**src/rtl/bcd_two_digit_counter.sv**
```systemverilog
// Two-digit BCD counter: RUN mode advances on a prescaled tick or cascade_in,
// SET mode steps with inc/dec button edges; the value wraps at MAX_VALUE.
module bcd_two_digit_counter #(
    parameter int MAX_VALUE = 23,
    parameter int PRESCALE  = 50000000
) (
    input  logic       clk,
    input  logic       reset,
    input  logic       set_mode,
    input  logic       cascade_in,
    input  logic       inc_btn,
    input  logic       dec_btn,
    input  logic       load,
    input  logic [3:0] load_tens,
    input  logic [3:0] load_unit,
    output logic [3:0] tens_out,
    output logic [3:0] unit_out,
    output logic       carry_out,
    output logic       load_err
);

    localparam int            PW            = (PRESCALE > 1) ? $clog2(PRESCALE) : 1;
    localparam logic [PW-1:0] PRESCALE_LAST = PW'(PRESCALE - 1);
    localparam logic [3:0]    MAX_TENS      = 4'(MAX_VALUE / 10);
    localparam logic [3:0]    MAX_UNIT      = 4'(MAX_VALUE % 10);
    localparam logic [7:0]    MAX_BIN       = 8'(MAX_VALUE);

    typedef enum logic {
        RUN = 1'b0,
        SET = 1'b1
    } state_t;

    state_t        state;
    logic [PW-1:0] prescale_count;
    logic          inc_prev;
    logic          dec_prev;

    logic          tick;
    logic          advance;
    logic          at_max;
    logic          at_zero;
    logic          inc_edge;
    logic          dec_edge;
    logic          load_ok;
    logic [7:0]    load_bin;
    logic [3:0]    inc_tens;
    logic [3:0]    inc_unit;
    logic [3:0]    dec_tens;
    logic [3:0]    dec_unit;

    // Next-value candidates for one step up or down, with wrap at 00 / MAX_VALUE.
    always_comb begin
        tick     = (state == RUN) && (prescale_count == PRESCALE_LAST);
        advance  = (state == RUN) && (tick || cascade_in);
        at_max   = (tens_out == MAX_TENS) && (unit_out == MAX_UNIT);
        at_zero  = (tens_out == 4'd0) && (unit_out == 4'd0);
        inc_edge = inc_btn && !inc_prev;
        dec_edge = dec_btn && !dec_prev;
        load_bin = ({4'd0, load_tens} * 8'd10) + {4'd0, load_unit};
        load_ok  = (load_tens <= 4'd9) && (load_unit <= 4'd9) && (load_bin <= MAX_BIN);

        inc_tens = tens_out;
        inc_unit = unit_out + 4'd1;
        if (at_max) begin
            inc_tens = 4'd0;
            inc_unit = 4'd0;
        end else if (unit_out == 4'd9) begin
            inc_tens = tens_out + 4'd1;
            inc_unit = 4'd0;
        end

        dec_tens = tens_out;
        dec_unit = unit_out - 4'd1;
        if (at_zero) begin
            dec_tens = MAX_TENS;
            dec_unit = MAX_UNIT;
        end else if (unit_out == 4'd0) begin
            dec_tens = tens_out - 4'd1;
            dec_unit = 4'd9;
        end
    end

    always_ff @(posedge clk) begin
        if (reset) begin
            state          <= RUN;
            prescale_count <= '0;
            inc_prev       <= 1'b0;
            dec_prev       <= 1'b0;
            tens_out       <= 4'd0;
            unit_out       <= 4'd0;
            carry_out      <= 1'b0;
            load_err       <= 1'b0;
        end else begin
            state     <= set_mode ? SET : RUN;
            inc_prev  <= inc_btn;
            dec_prev  <= dec_btn;
            carry_out <= 1'b0;
            load_err  <= 1'b0;

            // Prescaler only runs in RUN, so re-entering RUN always restarts a full period.
            if ((state == RUN) && !tick) begin
                prescale_count <= prescale_count + PW'(1);
            end else begin
                prescale_count <= '0;
            end

            if (load) begin
                if (load_ok) begin
                    tens_out <= load_tens;
                    unit_out <= load_unit;
                end else begin
                    load_err <= 1'b1;
                end
            end else if (state == SET) begin
                if (inc_edge && !dec_edge) begin
                    tens_out <= inc_tens;
                    unit_out <= inc_unit;
                end else if (dec_edge && !inc_edge) begin
                    tens_out <= dec_tens;
                    unit_out <= dec_unit;
                end
            end else if (advance) begin
                tens_out  <= inc_tens;
                unit_out  <= inc_unit;
                carry_out <= at_max;
            end
        end
    end

endmodule

```
**config.mk**
```make
export PLATFORM = sky130hd
export DESIGN_NAME = bcd_two_digit_counter
export DESIGN_NICKNAME = d
export VERILOG_FILES = /design/src/rtl/bcd_two_digit_counter.sv
export SDC_FILE = /design/constraint.sdc
export NUM_CORES = 1
export LEC_CHECK = 0
export BUFFER_PORTS_ARGS = -buffer_cell sky130_fd_sc_hd__clkbuf_2
export CORE_MARGIN = 4
export CORE_UTILIZATION = 50
export CTS_BUF_LIST = sky130_fd_sc_hd__clkbuf_4
export CTS_CLUSTER_DIAMETER = 40
export DETAILED_ROUTE_END_ITERATION = 12
export HOLD_SLACK_MARGIN = 0.02
export PLACE_DENSITY = 0.77
export RECOVER_POWER = 25
export SLEW_MARGIN = 20
export SYNTH_ARGS = -nofsm -noshare
export SYNTH_HDL_FRONTEND = slang
export SYNTH_SLANG_ARGS = --single-unit
```
**constraint.sdc**
```tcl
create_clock -name clk -period 3.9 [get_ports clk]
set_clock_uncertainty 0.2 [all_clocks]
set_input_delay 0.195 -clock clk [delete_from_list [all_inputs] [get_ports clk]]
set_output_delay 0.195 -clock clk [all_outputs]
set_load 0.05 [all_outputs]
```
==> summary.txt <==
Status - completed
Critical path class - in2reg
Max-Cap Viols - 0
Global-route wire length before repair - 8800 microns
Final hold violation count - 0
# IOs - 25
Cell count after synthesis - 297
Share of power burned in registers - 0.475
I/O Buffers - 24
Placed insts - 376
Final Util - 0.577
Die height - 78.5 microns
ANT nets after route - 0
Cell Area, Synth - 0.00249 sq mm
Area grow syn2layout - 10.4%
Total grt overflow - 0
Final Critical Period - 2.77 ns
Net Switching - 277 uW
Largest net degree at the start of global routing - 25
Count of cell types in the netlist - 48
Leakage - 0.00103 uW
CTS tree - built
Yosys Warn Count - 0
Final period utilization - 0.709
Commonest non-fill, non-tap cell in the layout - dfxtp_1
CP Launch Type - primary input
DIE AREA - 0.00616 sq mm
Comb pwr share - 0.219
CTS sink cnt - 39
Initial core utilization - 0.523
Worst vdd ir - 0.188 mV
CORE AREA - 0.00475 sq mm
Clock root cell - clkbuf_4
Insertion delay to the later sink of the worst-skew pair - 0.36 ns
Total Routing Usage GR - 0.177
Via density - 5.65
Worst path required time - 3.97 ns
Clock power share - 0.306
DRC - 0
Deepest clock path buffer count - 2
Yosys reg bits - 39
Switching Share - 0.309
Total CTS buffers - 5
Vias - 2,188
CP Cell Sequence - clkbuf_2 -> ha_1 -> ha_1 -> inv_1 -> fa_1 -> nor2b_1 -> a21oi_1 -> o32a_1 -> or4_1 -> a2111o_1 -> o31ai_1
Worst slew pin tran - 0.925 ns
Routed wire per std cell - 13.4 microns
Commonest non-fill, non-tap cells in the layout - 39 x dfxtp_1, 38 x nor2_1, 18 x nand2_1, 18 x ha_1
Area after DPL - 0.00264 sq mm
N_diodes - 0
H-tree Lvls - 2
Worst hold path type - in2reg
Power Dens Cells - 326 mW/mm^2
Slowest cell on the critical path - or4_1
Synth Net Count - 332
Int Power - 619 uW
Drt first-iter violations - 124
Max Transition Viols Final - 0
Crit path max fanout - 6
Sequential fraction of the synthesis area - 0.314
Total power - 896 uW
Maximum clock rate - 362 MHz
Crit path top cell by count - ha_1
Relative slew slack - 0.378
Antenna violations before repair - 0
Final wirelength - 5170 microns
Async set-or-reset flop fraction in the synthesized netlist - 0
First-pass DRT Iterations - 4
Setup TNS - 0 ns
Layout Nets - 354
Max incr delay on CP - 0.62 ns
Final Wtd Congestion - 0.920
Rows - 25
RSZ-0062 raised after global routing - false
Predominant post-synthesis flop cell - dfxtp_1
Post-DP HPWL - 3930 microns
Worst Path Arrival - 2.84 ns
Layout cells sized above 1 - 0.100
Vias in the first global route - 1,976
Critical Path End Type - flip-flop
Clk pin slew, worst setup/hold paths - 0.11 ns
Die X - 78.5 microns
Final setup vio count - 0
CTS resizes - 0
Post-synth EDFFs - 0
Post-route insts no fill - 387
Post-route design area - 0.00274 sq mm
Syn Area/Cell - 8.37 sq um
per-stage QoR:
stage	setup WS [ns]	hold WS [ns]
2_1_floorplan	1.10	0.123
3_3_place_gp	0.885	0.214
3_5_place_dp	0.777	0.229
4_1_cts	1.14	0.0331
5_1_grt	1.02	0.0539
6_report	1.13	0.0388
critical path, delay by kind of cell:
kind	cells	cell delay [ns]
fa+ha+maj	3	0.89
buf+inv	2	0.20
simple gates	2	0.78
compound gates	4	0.78
logic make-up (layout without fill, tap and decap cells):
logic type	count (synthesis)	count (layout)	synth area share
buf+inv	25	48	0.0382
flops	39	39	0.314
compound gates	57	57	0.158
simple gates	123	123	0.265
xor+xnor	31	31	0.109
mux	2	2	0.00906
fa+ha+maj	20	20	0.107
repair_timing:
action                    in CTS  in global routing
hold endpoints to repair       3                  0
buffers inserted               0                  0
hold buffers                   3                  0
worst paths after layout:
check,start,end,slack (ns),depth (start not counted)
worst max-delay path,load_tens[1],unit_out[2],1.13,11
worst min register to register,prescale_count[0],prescale_count[0],0.25,1
worst min-delay path,load_unit[1],unit_out[1],0.04,4
worst max register to register,unit_out[0],tens_out[3],1.28,8
final cells by class:
cell class | count | area (sq um)
flip-flops and latches | 39 | 781
clock inverters | 3 | 42.5
fillers | 449 | 2010
inverters | 13 | 48.8
clock buffers | 5 | 37.5
multi-input cells | 233 | 1610
repair buffers | 27 | 140
well taps | 67 | 83.8
sequential cells by signal (all words and copies together) (netlist names):
name            cells
dec_prev            1
carry_out           1
state               1
tens_out            4
inc_prev            1
load_err            1
prescale_count     26
unit_out            4
power by group through the flow:
stage	Sequential (uW)	Combinational (uW)	Clock (uW)
after floorplan	452	129	0
after global placement	434	190	0
after detailed placement	434	193	0
after CTS	425	197	281
after global routing	429	220	294
final	426	196	274
synthesized netlist by cell type, drive strengths merged, types with 3 or more instances:
library cell,number,area (sq um)
or4b,3,33.8
and3,7,43.8
nand4,8,50.1
nand2,18,67.6
nor4,3,33.8
a21oi,14,70.1
nor2b,10,62.6
ha,18,225
inv,13,48.8
nor3,6,30.0
nor2,38,143
clkbuf,10,37.5
a311oi,4,35.0
xor2,16,140
o21ai,10,50.1
nand3,12,60.1
a31oi,5,31.3
dfxtp,39,781
o31ai,4,30.0
a221o,3,30.0
nand2b,4,25.0
xnor2,15,131
or4,5,37.5
layer usage:
metal / wire length (microns) / share of wire / GRT usage / up-vias
li1: - / - / - / 1108
met1: 2530 / 0.49 / 0.250 / 1028
met2: 2290 / 0.44 / 0.261 / 42
met3: 274 / 0.053 / 0.0310 / 10
met4: 75 / 0.015 / 0.0822 / 0
met5: 0 / 0 / 0 / -
Power figures use the tool's default switching activity.
